===== src/rtl/sam_clk_mon_if.sv =====
// rtl/sam_clk_mon_if.sv - sample-clock monitor signal bundle
//
// Purpose: groups the asynchronous sample clock input and the monitor's
// status outputs so the demodulator side can be wired as one port.
//
// Signals:
//   clk_i   sample clock, asynchronous to the system clock
//   sam_en  one-cycle strobe per detected rising edge of clk_i
//   period  last measured edge-to-edge period, in system clock cycles
//   locked  high while the sample clock period is stable and in tolerance
//   err     one-cycle pulse on an out-of-tolerance period or a timeout
//
// Modports:
//   master  the monitor itself (consumes clk_i, drives status)
//   slave   the surrounding logic (drives clk_i, consumes status)

interface sam_clk_mon_if #(
   parameter int CNT_W = 8
);

   logic             clk_i;
   logic             sam_en;
   logic [CNT_W-1:0] period;
   logic             locked;
   logic             err;

   modport master (
      input  clk_i,
      output sam_en,
      output period,
      output locked,
      output err
   );

   modport slave (
      output clk_i,
      input  sam_en,
      input  period,
      input  locked,
      input  err
   );

endinterface


===== src/rtl/sam_clk_mon.sv =====
// rtl/sam_clk_mon.sv - sample-clock edge strobe, period measurement and lock monitor
//
// Purpose: brings the divided sample clock into the clk domain through a
// two-flop synchroniser, turns each rising edge into a one-cycle sam_en
// strobe, measures the edge-to-edge period in clk cycles and tracks whether
// that period is stable and within tolerance (locked / err).
//
// Optional feature: define SAM_MON_GATE_EN to restrict sam_en to edges that
// leave the FSM in LOCKED (edges in LOCKED plus the edge that enters it).
// Without the macro sam_en fires on every detected edge.
//
// Parameters:
//   EXP_PERIOD  expected clk_i period in clk cycles
//   TOL         allowed deviation from EXP_PERIOD in cycles
//   LOCK_CNT    consecutive good periods required for lock
//   CNT_W       width of the period counter and of period
//
// Ports:
//   clk   system clock
//   rst   synchronous active-high reset
//   bus   sam_clk_mon_if master modport (clk_i in; sam_en, period,
//         locked, err out; all outputs registered)

module sam_clk_mon #(
   parameter int EXP_PERIOD = 50,
   parameter int TOL        = 2,
   parameter int LOCK_CNT   = 4,
   parameter int CNT_W      = 8
) (
   input  logic                 clk,
   input  logic                 rst,
   sam_clk_mon_if.master        bus
);

   // Acceptance window and timeout limit for the measured period.
   localparam logic [CNT_W-1:0] PER_LO  = CNT_W'(EXP_PERIOD - TOL);
   localparam logic [CNT_W-1:0] PER_HI  = CNT_W'(EXP_PERIOD + TOL);
   localparam logic [CNT_W-1:0] TLIM    = CNT_W'(EXP_PERIOD + TOL + 1);
   localparam logic [CNT_W-1:0] CNT_MAX = {CNT_W{1'b1}};
   localparam logic [CNT_W-1:0] CNT_ONE = CNT_W'(1);

   // good counts 0..LOCK_CNT; GOOD_LAST is the value one short of lock.
   localparam int               GOOD_W    = $clog2(LOCK_CNT + 1);
   localparam logic [GOOD_W-1:0] GOOD_LAST = GOOD_W'(LOCK_CNT - 1);
   localparam logic [GOOD_W-1:0] GOOD_ONE  = GOOD_W'(1);

   typedef enum logic [1:0] {
      SEARCH = 2'd0,
      TRACK  = 2'd1,
      LOCKED = 2'd2
   } state_t;

   // Synchroniser and edge-detect delay register.
   logic s1;
   logic s2;
   logic s3;

   logic [CNT_W-1:0]  cnt_q;
   state_t            state_q;
   state_t            state_d;
   logic [GOOD_W-1:0] good_q;
   logic [GOOD_W-1:0] good_d;

   // Registered outputs and their next values.
   logic             sam_en_q;
   logic             sam_en_d;
   logic [CNT_W-1:0] period_q;
   logic [CNT_W-1:0] period_d;
   logic             locked_q;
   logic             locked_d;
   logic             err_q;
   logic             err_d;

   logic edge_det;
   logic period_ok;
   logic timeout;

   assign edge_det  = s2 & ~s3;
   // cnt holds the running period; on an edge cycle it is the measurement.
   assign period_ok = (cnt_q >= PER_LO) && (cnt_q <= PER_HI);
   // cnt saturates above TLIM, so equality is seen at most once per stall.
   assign timeout   = (cnt_q == TLIM);

   always_ff @(posedge clk) begin
      if (rst) begin
         s1       <= 1'b0;
         s2       <= 1'b0;
         s3       <= 1'b0;
         cnt_q    <= '0;
         state_q  <= SEARCH;
         good_q   <= '0;
         sam_en_q <= 1'b0;
         period_q <= '0;
         locked_q <= 1'b0;
         err_q    <= 1'b0;
      end else begin
         s1 <= bus.clk_i;
         s2 <= s1;
         s3 <= s2;

         if (edge_det) begin
            cnt_q <= CNT_ONE;
         end else if (cnt_q != CNT_MAX) begin
            cnt_q <= cnt_q + CNT_ONE;
         end

         state_q  <= state_d;
         good_q   <= good_d;
         sam_en_q <= sam_en_d;
         period_q <= period_d;
         locked_q <= locked_d;
         err_q    <= err_d;
      end
   end

   always_comb begin
      state_d  = state_q;
      good_d   = good_q;
      period_d = period_q;
      locked_d = locked_q;
      err_d    = 1'b0;

      case (state_q)
         SEARCH: begin
            // First edge only opens a measurement window; nothing to report.
            if (edge_det) begin
               state_d = TRACK;
               good_d  = '0;
            end
         end

         TRACK: begin
            // An edge wins over a coincident timeout: cnt == TLIM is then
            // simply an out-of-tolerance period.
            if (edge_det) begin
               period_d = cnt_q;
               if (period_ok) begin
                  good_d = good_q + GOOD_ONE;
                  if (good_q == GOOD_LAST) begin
                     state_d  = LOCKED;
                     locked_d = 1'b1;
                  end
               end else begin
                  good_d = '0;
                  err_d  = 1'b1;
               end
            end else if (timeout) begin
               err_d   = 1'b1;
               state_d = SEARCH;
            end
         end

         LOCKED: begin
            if (edge_det) begin
               period_d = cnt_q;
               if (!period_ok) begin
                  err_d    = 1'b1;
                  locked_d = 1'b0;
                  good_d   = '0;
                  state_d  = TRACK;
               end
            end else if (timeout) begin
               err_d    = 1'b1;
               locked_d = 1'b0;
               state_d  = SEARCH;
            end
         end

         default: begin
            state_d  = SEARCH;
            good_d   = '0;
            locked_d = 1'b0;
         end
      endcase

`ifdef SAM_MON_GATE_EN
      // Only edges that end up in LOCKED reach downstream logic.
      sam_en_d = edge_det && (state_d == LOCKED);
`else
      sam_en_d = edge_det;
`endif
   end

   assign bus.sam_en = sam_en_q;
   assign bus.period = period_q;
   assign bus.locked = locked_q;
   assign bus.err    = err_q;

endmodule


===== src/flat_wrapper.sv =====
// flat-port wrapper written by rule: the top's interface ports become plain ports
module sam_clk_mon_flat 
#(
   parameter int EXP_PERIOD = 50,
   parameter int TOL        = 2,
   parameter int LOCK_CNT   = 4,
   parameter int CNT_W      = 8
)
  (clk, rst, bus_clk_i, bus_sam_en, bus_period, bus_locked, bus_err);
  sam_clk_mon_if #(.CNT_W(CNT_W)) bus_i ();
  input  logic clk;
  input  logic rst;
  input wire logic [$bits(bus_i.clk_i)-1:0] bus_clk_i;
  output wire logic [$bits(bus_i.sam_en)-1:0] bus_sam_en;
  output wire logic [$bits(bus_i.period)-1:0] bus_period;
  output wire logic [$bits(bus_i.locked)-1:0] bus_locked;
  output wire logic [$bits(bus_i.err)-1:0] bus_err;
  assign bus_i.clk_i = bus_clk_i;
  assign bus_sam_en = bus_i.sam_en;
  assign bus_period = bus_i.period;
  assign bus_locked = bus_i.locked;
  assign bus_err = bus_i.err;
  sam_clk_mon #(.EXP_PERIOD(EXP_PERIOD), .TOL(TOL), .LOCK_CNT(LOCK_CNT), .CNT_W(CNT_W)) u_core (.clk(clk), .rst(rst), .bus(bus_i));
endmodule

===== config.mk =====
export PLATFORM = sky130hd
export DESIGN_NAME = sam_clk_mon_flat
export DESIGN_NICKNAME = d
export VERILOG_FILES = /design/src/rtl/sam_clk_mon_if.sv /design/src/rtl/sam_clk_mon.sv /design/src/flat_wrapper.sv
export SDC_FILE = /design/constraint.sdc
export NUM_CORES = 1
export LEC_CHECK = 0
export ABC_AREA = 1
export CORE_ASPECT_RATIO = 0.8
export CORE_UTILIZATION = 43
export CTS_CLUSTER_DIAMETER = 120
export DETAILED_ROUTE_END_ITERATION = 10
export PLACE_DENSITY = 0.63
export SLEW_MARGIN = 20
export SYNTH_ARGS = -nofsm -noshare
export SYNTH_HDL_FRONTEND = slang
export SYNTH_SLANG_ARGS = --single-unit

===== constraint.sdc =====
create_clock -name clk -period 3.8 [get_ports clk]
set_input_delay 0.76 -clock clk [delete_from_list [all_inputs] [get_ports clk]]
set_output_delay 0.76 -clock clk [all_outputs]
set_load 0.02 [all_outputs]

==> out/results.txt, run 1 <==
run status -> finished, final reports clean
type of element capturing the critical path -> primary output
antenna-violating nets left -> 0
RSZ-0062 raised after global routing -> no
antenna diode count -> 0
Placed Instance Area -> 0.00154 mm^2
Netlist Area Pre-Place -> 0.00140 mm^2
endpoints failing hold -> 0
DRC violation count after routing -> 0
most frequent cells in the layout -> 36 x sky130_fd_sc_hd__nand2_1, 29 x sky130_fd_sc_hd__inv_1, 27 x sky130_fd_sc_hd__dfxtp_1
number of buffers inserted during clock tree synthesis -> 3
share of final-layout standard cells stronger than drive strength 1 -> 0.0865
most frequent standard cell in the layout excluding fill and tap cells -> sky130_fd_sc_hd__nand2_1
average cell area after synthesis -> 7.16 um^2
Critical Path Start Type -> flop
Core ar. -> 0.00309 mm^2
count of H-tree levels built during CTS -> 1
setup skew after layout -> 0.00287 ns
Via density -> 4.91
vias in the first global route -> 1,056
Min-Delay Path Class -> reg2reg
count of pins over their slew limit -> 0
critical path data required time -> 3.04 ns
TritonCTS clock tree -> yes
maximum buffer depth of the clock tree -> 2
estimated wirelength of the detail-placed design -> 2080 um
instance count of the mapped netlist -> 196
area added between synthesis and finish -> 13.4%
GRT Total Usage -> 0.175
Initial Util -> 0.455
worst hold start -> u_core.s1
total nets after synthesis -> 208
actual slew at the worst max-slew pin -> 0.633 ns
post-cts sizing count -> 0
chip width -> 65.9 um
per-cell routed wire length -> 11.0 um
register area share after synthesis -> 0.385
total negative slack for setup checks -> 0 ns
IO buf count -> 13
relative slew slack -> 0.577
top cell family by delay on the critical path -> buffers and inverters
post-CTS setup buffers -> 0
number of buffers and inverters on the critical path -> 1
Placed Instances -> 244
critical path type -> reg2out
area of the die -> 0.00350 mm^2
total number of vias -> 1,217
crit path DAT -> 1.25 ns
multi-input gate area in the final layout -> 707 um^2
total of flip-flops plus latches after synthesis -> 27
master cell of the clock root buffer -> sky130_fd_sc_hd__clkbuf_8
peak supply drop -> 350 uV
first-pass GRT wire length -> 4670 um
DRT iter0 DRCs -> 58
smallest hold slack -> 0.412 ns
Post-layout nets -> 221
number of top-level pins -> 14
post-route clock period utilization -> 0.528
Pre-antenna DRT Iters -> 4
Critical Path, Cell by Cell -> clkdlybuf4s50_1
total clock sinks -> 27
number of warnings reported in the yosys synthesis log -> 0
maximum number of pins on one net before global-route repair -> 18
delay contributed by the slowest stage of the critical path -> 0.61 ns
maximum clock frequency -> 0.498 GHz
combined flip-flop and latch cell area -> 541 um^2
slack of the critical path -> 1.79 ns
final std cell area, no fill -> 0.00159 mm^2
height of the die -> 53.1 um
shortest period the worst path allows -> 2.01 ns
leakage power figure -> 0.000659 uW
Power Dens Cells -> 364 mW/mm^2
largest fanout on the critical path -> 2
number of filler cells placed in the layout -> 294
non-filler instance count after layout -> 248
clock latency at the later pin of the worst-skew pair -> 0.28 ns
number of antenna violations at the first check in global routing -> 0
standard-cell rows -> 18
Setup-failing EPs final -> 0
Critical R2R Launch -> u_core.state_q[1]
cts-stage hold buffer count -> 0
library cells used by synthesis -> 22
final weighted congestion of routability-driven global placement -> 0.884
Place WS -> 1.61 ns
global-route congestion overflow total -> 0
Clk pin slew, worst setup/hold paths -> 0.10 ns
post-detailed-routing wire length -> 2730 um
critical-path cell with the highest stage delay -> sky130_fd_sc_hd__clkdlybuf4s50_1
number of max-cap violations -> 0
Crit. Startpoint -> u_core.bus.period[4]
[synthesized netlist by cell type (all sizes together)]
master | n | area share
nand2 | 41 | 0.12
inv | 30 | 0.080
dfxtp | 27 | 0.39
nor2 | 25 | 0.072
a21oi | 23 | 0.090
nand3 | 18 | 0.064
ha | 9 | 0.080
o21ai | 9 | 0.035
buf | 4 | 0.028
a31oi | 3 | 0.013
nand3b | 2 | 0.011
nor4 | 2 | 0.0089
clkbuf | 1 | 0.0027
or2 | 1 | 0.0045
xnor2 | 1 | 0.0062
[stage by stage]
| step | utilization | total power (uW) |
|---|---|---|
| after CTS | 0.515 | 584 |
| after detailed placement | 0.499 | 411 |
| after floorplan | - | 388 |
| after global routing | 0.515 | 610 |
| final | 0.515 | 579 |
| after global placement | 0.499 | 409 |
[power by group]
part           leakage [uW]  switching, uW  internal (uW)  total, uW
clock             0.0000261           96.4           77.0        173
combinational      0.000414           65.6           36.9        102
sequential         0.000219           8.50            294        303
total              0.000659            170            408        579
[path summary, 6_finish.rpt]
check / to / slack, ns / cells after the start
worst max register to register: u_core.good_q[0] / 2.20 / 8
worst min register to register: u_core.s2 / 0.41 / 2
worst min-delay path: u_core.s2 / 0.41 / 2
worst max-delay path: bus_period[4] / 1.79 / 1
[logic make-up after synthesis]
family,count (synthesis),share of synthesized area
adders and majority gates,9,0.0803
DFF,27,0.385
buffers and inverters,35,0.111
AOI/OAI and AO/OA,35,0.138
and+or+nand+nor,89,0.279
xor gates and xnor gates,1,0.00625
[area by class of cell]
type	instances	share of cell area
repair buffers	13	0.0818
clock inverters	1	0.00551
well taps	40	0.0315
multi-input cells	134	0.445
inverters	30	0.0708
flip-flops and latches	27	0.340
clock buffers	3	0.0260
[routing by layer]
metal | share of wire | up-vias | GRT usage
met5 | 0 | - | 0
met4 | 0.0073 | 0 | 0.0217
met3 | 0.038 | 4 | 0.0474
met2 | 0.42 | 22 | 0.269
met1 | 0.54 | 545 | 0.249
li1 | - | 646 | -
[registers in the layout (all words and copies together), names as in the netlist]
| name | count |
|---|---|
| u_core.s1 | 1 |
| u_core.cnt_q | 8 |
| u_core.bus.period | 8 |
| u_core.s3 | 1 |
| u_core.state_q | 2 |
| u_core.bus.sam_en | 1 |
| u_core.bus.err | 1 |
| u_core.s2 | 1 |
| u_core.good_q | 3 |
| u_core.bus.locked | 1 |
Power figures use the tool's default switching activity.
==> run 2, diff against run 1 <==
--- a/config.mk
+++ b/config.mk
@@ -10,7 +10,7 @@
 export CORE_UTILIZATION = 43
 export CTS_CLUSTER_DIAMETER = 120
 export DETAILED_ROUTE_END_ITERATION = 10
-export PLACE_DENSITY = 0.63
+export PLACE_DENSITY = 0.65
 export SLEW_MARGIN = 20
 export SYNTH_ARGS = -nofsm -noshare
 export SYNTH_HDL_FRONTEND = slang
==> constraint.sdc (replaced) <==
create_clock -name clk -period 1.8 [get_ports clk]
set_input_delay 0.36 -clock clk [delete_from_list [all_inputs] [get_ports clk]]
set_output_delay 0.36 -clock clk [all_outputs]
set_load 0.02 [all_outputs]
==> run 2 against run 1 <==
  * Die area unchanged
  * Sequential share of layout area decreased by 0.13 points
  * Critical endpoint is now u_core.state_q[0]
  * Flip-flop and latch count unchanged
  * Clock skew decreased by 0.00093 ns
  * Count of clock-buffer cells in the layout unchanged
  * Power increased by 110%
  * Via count increased by 2.7%
  * Critical path depth increased by 7
  * Combinational power increased by 110%
==> out/results.txt, run 2 (synthesis results as in run 1) <==
run status -> finished, final reports clean
number of max-cap violations -> 0
vias in the first global route -> 1,148
post-detailed-routing wire length -> 2780 um
count of cells along the worst hold path -> 2
non-filler instance count after layout -> 249
Power Dens Cells -> 755 mW/mm^2
endpoints failing hold -> 0
critical path type -> reg2reg
Reg2Reg Capture Point -> u_core.state_q[0]
IO buf count -> 13
Initial Util -> 0.455
area of the die -> 0.00350 mm^2
Via density -> 5.02
total negative slack for setup checks -> 0 ns
TritonCTS clock tree -> yes
chip width -> 65.9 um
Critical Path Start Type -> flop
most frequent standard cell in the layout excluding fill and tap cells -> sky130_fd_sc_hd__nand2_1
first-pass GRT wire length -> 4950 um
count of H-tree levels built during CTS -> 1
RSZ-0062 raised after global routing -> no
standard-cell rows -> 18
height of the die -> 53.1 um
crit path DAT -> 1.77 ns
DRT iter0 DRCs -> 47
number of filler cells placed in the layout -> 298
estimated wirelength of the detail-placed design -> 2120 um
relative slew slack -> 0.792
area added between synthesis and finish -> 13.8%
maximum number of pins on one net before global-route repair -> 18
count of pins over their slew limit -> 0
post-route clock period utilization -> 0.887
Critical R2R Launch -> u_core.state_q[1]
clock latency at the later pin of the worst-skew pair -> 0.27 ns
post-CTS setup buffers -> 0
Pre-antenna DRT Iters -> 4
type of element capturing the critical path -> flop
DRC violation count after routing -> 0
number of buffers inserted during clock tree synthesis -> 3
actual slew at the worst max-slew pin -> 0.309 ns
most frequent cells in the layout -> 36 x sky130_fd_sc_hd__nand2_1, 29 x sky130_fd_sc_hd__inv_1, 27 x sky130_fd_sc_hd__dfxtp_1
Setup-failing EPs final -> 0
number of antenna violations at the first check in global routing -> 0
Core ar. -> 0.00309 mm^2
GRT Total Usage -> 0.183
Placed Instances -> 245
worst hold start -> u_core.s1
hold endpoint -> u_core.s2
leakage power figure -> 0.000659 uW
number of top-level pins -> 14
global-route congestion overflow total -> 0
antenna-violating nets left -> 0
master cell of the clock root buffer -> sky130_fd_sc_hd__clkbuf_8
shortest period the worst path allows -> 1.60 ns
total number of vias -> 1,250
Min-Delay Path Class -> reg2reg
antenna diode count -> 0
reg-to-reg setup timing slack -> 0.20 ns
critical path data required time -> 1.97 ns
peak supply drop -> 428 uV
total clock sinks -> 27
Post-layout nets -> 222
maximum buffer depth of the clock tree -> 2
per-cell routed wire length -> 11.2 um
final weighted congestion of routability-driven global placement -> 0.885
Clk pin slew, worst setup/hold paths -> 0.09 ns
number of cell instances on the worst register-to-register path -> 8
post-cts sizing count -> 0
share of final-layout standard cells stronger than drive strength 1 -> 0.0909
cts-stage hold buffer count -> 0
combined flip-flop and latch cell area -> 541 um^2
largest fanout on the critical path -> 5
maximum clock frequency -> 0.627 GHz
multi-input gate area in the final layout -> 707 um^2
setup skew after layout -> 0.00194 ns
[run 2: cell types whose count changed in the layout (fill, tap and decap cells not counted), sizes merged]
cell and change:
buf +1, clkinvlp +1, inv -1
[run 2: layer usage]
metal	global-route usage	vias up	share of wire
li1	-	648	-
met1	0.242	570	0.50
met2	0.311	30	0.45
met3	0.0388	2	0.048
met4	0.0254	0	0.0018
met5	0	-	0
[run 2: through the flow]
step           cell area (um^2)  power (uW)  setup slack (ns)  utilization  hold slack (ns)
2_1_floorplan              1400         820             0.406            -            0.388
3_3_place_gp               1550         863             0.267        0.502            0.396
4_1_cts                    1600        1220             0.185        0.517            0.412
3_5_place_dp               1550         869             0.253        0.502            0.396
6_report                   1600        1200             0.204        0.517            0.410
5_1_grt                    1600        1290            0.0223        0.517            0.443
[run 2: critical path, cell delays in order (launching register included)]
cell	delay (ns)
sky130_fd_sc_hd__dfxtp_1	0.41
sky130_fd_sc_hd__inv_1	0.11
sky130_fd_sc_hd__ha_1	0.26
sky130_fd_sc_hd__inv_1	0.15
sky130_fd_sc_hd__nor2_1	0.08
sky130_fd_sc_hd__a21oi_1	0.15
sky130_fd_sc_hd__nand3_1	0.14
sky130_fd_sc_hd__a21oi_1	0.14
sky130_fd_sc_hd__nor2_1	0.06
[run 2: how the worst max path moves through the flow]
stage | start | endpoint | slack [ns] | depth (start not counted)
6_report | u_core.state_q[1] | u_core.state_q[0] | 0.20 | 8
5_1_grt | u_core.state_q[1] | u_core.state_q[0] | 0.02 | 8
4_1_cts | u_core.bus.period[4] | bus_period[4] | 0.19 | 1
3_5_place_dp | u_core.state_q[1] | u_core.state_q[1] | 0.25 | 8
3_3_place_gp | rst | u_core.cnt_q[2] | 0.27 | 4
2_1_floorplan | u_core.state_q[1] | u_core.bus.period[0] | 0.41 | 6
[run 2: final cells by class]
cell class | count | area share
Clock buffer | 3 | 0.0259
Timing Repair Buffer | 14 | 0.0862
Sequential cell | 27 | 0.339
Clock inverter | 1 | 0.00470
Inverter | 30 | 0.0705
Multi-Input combinational cell | 134 | 0.443
Tap cell | 40 | 0.0313
[run 2: where the power goes]
| group | internal, uW | total (uW) | switching [uW] | leakage, uW |
|---|---|---|---|---|
| combinational | 79.2 | 217 | 138 | 0.000418 |
| clock | 157 | 348 | 191 | 0.0000217 |
| sequential | 621 | 640 | 19.0 | 0.000219 |
